**src/rtl/posit_accumulate_es3.sv**
```systemverilog
// Streaming reduction front-end for the 32-bit ES=3 posit adder: feeds the running
// sum back through the adder one element at a time and presents the final sum.
module posit_accumulate_es3 #(
  parameter int NBITS   = 32,
  parameter int CNT_W   = 16,
  parameter int TIMEOUT = 64
) (
  input  logic             clk,
  input  logic             reset_n,
  input  logic             in_valid,
  output logic             in_ready,
  input  logic [NBITS-1:0] in_data,
  input  logic             in_last,
  output logic             add_start,
  output logic [NBITS-1:0] add_in1,
  output logic [NBITS-1:0] add_in2,
  input  logic [NBITS-1:0] add_result,
  input  logic             add_inf,
  input  logic             add_zero,
  input  logic             add_done,
  output logic             out_valid,
  input  logic             out_ready,
  output logic [NBITS-1:0] out_data,
  output logic             out_inf,
  output logic             out_zero,
  output logic [CNT_W-1:0] out_count,
  output logic             out_err
);

  localparam logic [1:0] S_ACCEPT = 2'd0;
  localparam logic [1:0] S_BUSY   = 2'd1;
  localparam logic [1:0] S_OUT    = 2'd2;

  localparam logic [NBITS-1:0] NAR  = {1'b1, {(NBITS-1){1'b0}}};
  localparam int               TO_W = $clog2(TIMEOUT + 1);

  logic [1:0]       state;
  logic [NBITS-1:0] acc;
  logic [CNT_W-1:0] count;
  logic             err;
  logic             last_q;
  logic [TO_W-1:0]  wait_cnt;
  logic             timeout_hit;
  logic             unused_flags;

  // The adder's own flags are redundant: output flags are decoded from acc.
  assign unused_flags = add_inf ^ add_zero;

  function automatic logic [CNT_W-1:0] sat_inc(input logic [CNT_W-1:0] v);
    return (&v) ? v : v + 1'b1;
  endfunction

  assign timeout_hit = (wait_cnt == TO_W'(TIMEOUT - 1));

  assign in_ready  = (state == S_ACCEPT);
  assign out_valid = (state == S_OUT);
  assign out_data  = acc;
  assign out_inf   = (acc == NAR);
  assign out_zero  = (acc == '0);
  assign out_count = count;
  assign out_err   = err;

  always_ff @(posedge clk or negedge reset_n) begin
    if (!reset_n) begin
      state     <= S_ACCEPT;
      acc       <= '0;
      count     <= '0;
      err       <= 1'b0;
      last_q    <= 1'b0;
      wait_cnt  <= '0;
      add_start <= 1'b0;
      add_in1   <= '0;
      add_in2   <= '0;
    end else begin
      add_start <= 1'b0;
      case (state)
        S_ACCEPT: begin
          if (in_valid) begin
            add_in1   <= acc;
            add_in2   <= in_data;
            last_q    <= in_last;
            add_start <= 1'b1;
            wait_cnt  <= '0;
            state     <= S_BUSY;
          end
        end
        S_BUSY: begin
          // Operands stay frozen here; only done or the timeout leaves BUSY.
          if (add_done) begin
            acc   <= add_result;
            count <= sat_inc(count);
            state <= last_q ? S_OUT : S_ACCEPT;
          end else if (timeout_hit) begin
            acc   <= NAR;
            err   <= 1'b1;
            state <= S_OUT;
          end else begin
            wait_cnt <= wait_cnt + 1'b1;
          end
        end
        S_OUT: begin
          if (out_ready) begin
            acc   <= '0;
            count <= '0;
            err   <= 1'b0;
            state <= S_ACCEPT;
          end
        end
        default: state <= S_ACCEPT;
      endcase
    end
  end

endmodule

```
**config.mk**
```make
export PLATFORM = sky130hd
export DESIGN_NAME = posit_accumulate_es3
export DESIGN_NICKNAME = d
export VERILOG_FILES = /design/src/rtl/posit_accumulate_es3.sv
export SDC_FILE = /design/constraint.sdc
export NUM_CORES = 1
export LEC_CHECK = 0
export BUFFER_PORTS_ARGS = -buffer_cell sky130_fd_sc_hd__buf_2
export CAP_MARGIN = 20
export CORE_ASPECT_RATIO = 0.6
export CORE_MARGIN = 1.5
export CORE_UTILIZATION = 45
export DETAILED_ROUTE_END_ITERATION = 6
export PLACE_DENSITY = 0.72
export REMOVE_ABC_BUFFERS = 1
export SLEW_MARGIN = 5
export SYNTH_ARGS = -nofsm -noshare
export SYNTH_HDL_FRONTEND = slang
export SYNTH_SLANG_ARGS = --single-unit
```
**constraint.sdc**
```tcl
create_clock -name clk -period 5.7 [get_ports clk]
set_clock_uncertainty 0.2 [all_clocks]
set_input_delay 1.14 -clock clk [delete_from_list [all_inputs] [get_ports clk]]
set_output_delay 1.14 -clock clk [all_outputs]
set_load 0.1 [all_outputs]
```
# After elaboration in Yosys (flattened, before gate mapping)

Index checks and enable logic that the tools add are counted.
Widths: inputs -> output; s select.

Eq/ne operators: 12
Reduce and logical (&&, ||, !) cells: 11
Muxes and demuxes: 24
Add/sub/neg operators: 2

Operators with widths:

| cell                  | number |
|---|---|
| $mux 32               | 3 |
| $pmux 32 s2           | 1 |
| $mux 16               | 3 |
| $eq 32x32->1 const B  | 1 |
| $logic_not 32->1      | 1 |
| $pmux 16 s2           | 1 |
| $mux 7                | 3 |
| $add 16x1->16 const B | 1 |
| $reduce_and 16->1     | 1 |
| $pmux 7 s2            | 1 |
| $ne 2x2->1 const B    | 6 |
| $reduce_and 4->1      | 3 |
| $mux 2                | 5 |
| $add 7x1->7 const B   | 1 |
| $eq 7x6->1 const B    | 1 |
| $pmux 2 s3            | 1 |
| $reduce_and 3->1      | 2 |
| $mux 1                | 5 |
| $reduce_bool 2->1     | 2 |
| $ne 3x3->1 const B    | 1 |
| $eq 2x1->1 const B    | 1 |
| $eq 2x2->1 const B    | 1 |
| $logic_not 2->1       | 1 |
| $ne 2x1->1 const B    | 1 |
| 2 further kinds       | 2 |

Register bits after elaboration: 124
Bits of input ports: 72
Logic and storage cells: 58

# Logic depth before layout (Yosys ltp)

Depth in word-level cells: 4
Depth in mapped cells: 9
Gate-level depth less buffers: 5

# Least setup slack after synthesis

Ideal clock, no wire load.

Path kind: register to output
Start: reg acc[13], in the netlist out_data[13]
End: out out_inf
Path slack: 0.163 ns
Buffers on the path: 0
Data required time: 4.360 ns
Stages on the path, launching flop included: 4
Arrival: 4.197 ns
Cells stage by stage: dfrtp_1 > nor4_1 > nand4_1 > nor4_1

Longest elaborated chain between the ends: 1

Ends and longest elaborated chain:

| element                | RTL line | source |
|---|---|---|
| start, declared        | 38       | `logic [NBITS-1:0] acc;` |
| start signal, assigned | 90       | `acc <= add_result;` |
| $eq 32x32->1           | 58       | `assign out_inf = (acc == NAR);` |
| end, declared          | 24       | `output logic out_inf,` |

No other way between the ends.

# Worst setup path after layout

Start: reg state[0]
End: out out_valid

Longest elaborated chain between the ends: 1

Ends and longest elaborated chain:

| element                | RTL line | source |
|---|---|---|
| start, declared        | 37       | `logic [1:0] state;` |
| start signal, assigned | 92       | `state <= last_q ? S_OUT : S_ACCEPT;` |
| $eq 2x2->1             | 56       | `assign out_valid = (state == S_OUT);` |
| end, declared          | 21       | `output logic out_valid,` |

No other way between the ends.

==> reports/results.tsv <==
stage	metric	value	unit
logic_synthesis	Mapped Cells	609	
routing	antenna-violating nets left	0	
routing	final wirelength	15.1	mm
routing	initial drt markers	357	
setup_path	Crit Path Category	reg2out	
hold_path	Worst Min Path Start	add_in2[23]	
placement	RePlAce Congestion	0.872	
cts	clock buffer depth	2	
global_route	first-pass GRT wire length	23.4	mm
setup_path	worst reg2reg startpoint	state[0]	
final_layout	Layout area overhead	27.3	%
hold_path	worst hold path endpoint	add_in2[23]	
setup_path	worst reg2reg setup slack	2720	ps
timing	RSZ-0062 raised after global routing	false	
cts	Setup Buffers After CTS	0	
cts	clock sinks	124	
cts	post_cts resized	0	
final_layout	fin nets	851	
global_route	number of global-route vias before repair	4501	
final_layout	Diodes inserted	0	
placement	IO buf count	187	
logic_synthesis	Post-Syn Area	5520	um2
setup_path	Worst EP required	4360	ps
logic_synthesis	Synth cell types	52	
global_route	Overflow after GRT	0	
timing	fmax	257	MHz
timing	Slew Viols, Final	0	
cts	CTS tree	built	
hold_path	hold path cells	2	
floorplanning	Starting Density	45.9	%
cts	clk slew on worst S/H paths	60	ps
logic_synthesis	Yosys top cell area share	56.2	%
floorplanning	die area	13000	um2
global_route	largest net degree at the start of global routing	80	
status	status	complete, no violations	
floorplanning	Core ar.	12000	um2
setup_path	Critical path buffers and inverters	2	
logic_synthesis	Simple-Gate Fraction of Synth Area	27.4	%
global_route	initial antenna violation count	0	
setup_path	Setup crit end kind	output port	
setup_path	crit path launch	state[0]	
final_layout	share of layout cells above drive strength 1	30.4	%
setup_path	Arrival @ worst endpoint	2550	ps
setup_path	R2R Path End	out_data[6]	
timing	Final Setup Violations	0	
timing	WHS	270	ps
timing	max_slew headroom	34.2	%
floorplanning	Cell Rows	31	
timing	number of hold violations in the final report	0	
logic_synthesis	EDFF count, synth	0	
floorplanning	IO Pins	190	
logic_synthesis	mux cell area share after synthesis	0.544	%
placement	Area after DPL	6430	um2
routing	DRC violations left	0	
timing	Period Utilization, post-route	68.2	%
cts	CTS Hold Bufs	0	
floorplanning	Die Y	88.8	um
placement	DP HPWL	10.1	mm
logic_synthesis	main combinational cell family by area after synthesis	simple AND/OR/NAND/NOR gates	
logic_synthesis	YS warnings	0	
logic_synthesis	Most used DFF post-synth	dfrtp_1	
setup_path	worst-path cell chain	nand2b_2 > inv_2 > buf_2	
logic_synthesis	compound-cell area share of the yosys netlist	9.89	%
cts	CTS root buf	clkbuf_16	
timing	Worst-Margin Slew	987	ps
logic_synthesis	post-synthesis async set-or-reset flop share	100	%
setup_path	CP max FO	43	
logic_synthesis	sequential-to-total area share from yosys stat	56.2	%
routing	vias per cell	5.31	
routing	1st-pass router iterations	4	
setup_path	critical path's slowest cell	nand2b_2	
logic_synthesis	Mean Syn Cell Area	9.06	um2
timing	setup TNS	0	ps
setup_path	Reg2Reg Depth	6	
logic_synthesis	Post-Synth XOR/XNOR Area	0.159	%
global_route	GRT Util Overall	23.3	%
cts	Worst-Skew Late Latency	410	ps
final_layout	fill cell count	1046	
cts	Clock H-tree levels	4	
logic_synthesis	post-synth top area cell	dfrtp_1	
logic_synthesis	Synth Area in Adders	0.454	%
routing	wire length per cell	15.8	um
logic_synthesis	#FFs+latches synth	124	
timing	Period minus WS final	3890	ps
flow_run	max-cap check violation count	0	
setup_path	CP delay by family, top	buffers and inverters	
setup_path	startpoint types	flop	
cts	Num CTS Buffers	17	
routing	DR vias	5075	
hold_path	Hold WC Path Type	reg2reg	
final_layout	final instance area	7020	um2
logic_synthesis	top cells by area, synth	dfrtp_1, nand2_1, nand4_1	
setup_path	CP peak stage delay	720	ps
floorplanning	Die Span X	146	um
[per-layer routing]
| layer | track usage, % | vias up | part of all wire, % |
|---|---|---|---|
| met1 | 33.0 | 2456 | 49 |
| met2 | 35.5 | 188 | 45 |
| met5 | 0 | - | 0 |
| li1 | - | 2417 | - |
| met4 | 7.88 | 0 | 0.90 |
| met3 | 5.36 | 14 | 5.7 |
[cell usage in the layout (no fill, tap or decap), drive strengths merged, types with 2 or more instances in the layout]
cell / Yosys / layout
nor4: 10 / 10
clkinvlp: 0 / 3
nand2b: 3 / 3
nand2: 242 / 242
nand4: 36 / 36
and2: 2 / 2
a221oi: 2 / 2
a31oi: 16 / 16
ha: 2 / 2
nor2b: 2 / 2
clkbuf: 19 / 18
clkinv: 1 / 4
dfrtp: 124 / 124
nor2: 10 / 10
and3: 3 / 3
o21ai: 46 / 46
o211ai: 3 / 3
nand4b: 3 / 3
and4: 3 / 3
a41oi: 3 / 3
inv: 6 / 14
buf: 25 / 193
mux2i: 3 / 3
a21oi: 11 / 11
nand3: 12 / 12
nor3: 5 / 5
[worst max-delay path by stage]
stage / endpoint / slack [ps] / cells after the start
6_report: out_valid / 1810 / 3
5_1_grt: out_valid / 1690 / 3
4_1_cts: out_valid / 1820 / 3
3_5_place_dp: out_data[12] / 2050 / 5
3_3_place_gp: out_data[0] / 2200 / 5
2_1_floorplan: out_inf / 160 / 3
[flip-flops by register name, indices dropped and copies added (netlist names)]
signal     count
wait_cnt       7
state          2
add_in2       32
last_q         1
out_data      32
add_in1       32
out_count     16
add_start      1
out_err        1
[stage by stage]
step                      utilization [%]  worst slack, ps  std cells
after global routing                 58.4             1690        955
after global placement               53.5             2200        921
after floorplan                         -              163        565
final                                58.4             1810        955
after detailed placement             53.5             2050        921
after CTS                            58.2             1820        953
[tightest hold or removal path, cell delays in order, from the launching register on]
cell	delay, ps
dfrtp_1	340
nand2_1	50
nand2_1	50
[Yosys cell counts, drive strengths merged (5+ instances only)]
master / n
a21oi: 11
nand4: 36
nand3: 12
dfrtp: 124
inv: 6
nand2: 242
nor2: 10
clkbuf: 19
a31oi: 16
buf: 25
nor4: 10
o21ai: 46
nor3: 5
[cell type report]
cell class	instances	area [um2]	area share, %
clock buffers	18	439	6.25
repair buffers	193	998	14.2
inverters	7	27.5	0.392
multi-input cells	434	2130	30.3
flip-flops and latches	124	3100	44.2
well taps	165	206	2.94
clock inverters	14	124	1.76
[kinds of logic (layout without fill, tap and decap cells)]
kind of cell,Yosys count,count (layout)
adder cells (fa/ha/maj),2,2
multiplexers,3,3
AO/OA/AOI/OAI,91,91
flip-flops,124,124
XOR/XNOR,1,1
buffers and inverters,51,232
AND/OR/NAND/NOR,337,337
Power is left out: the tool's default activity adds up to more than one toggle a clock period on the data nets, which glitch-free logic cannot reach.
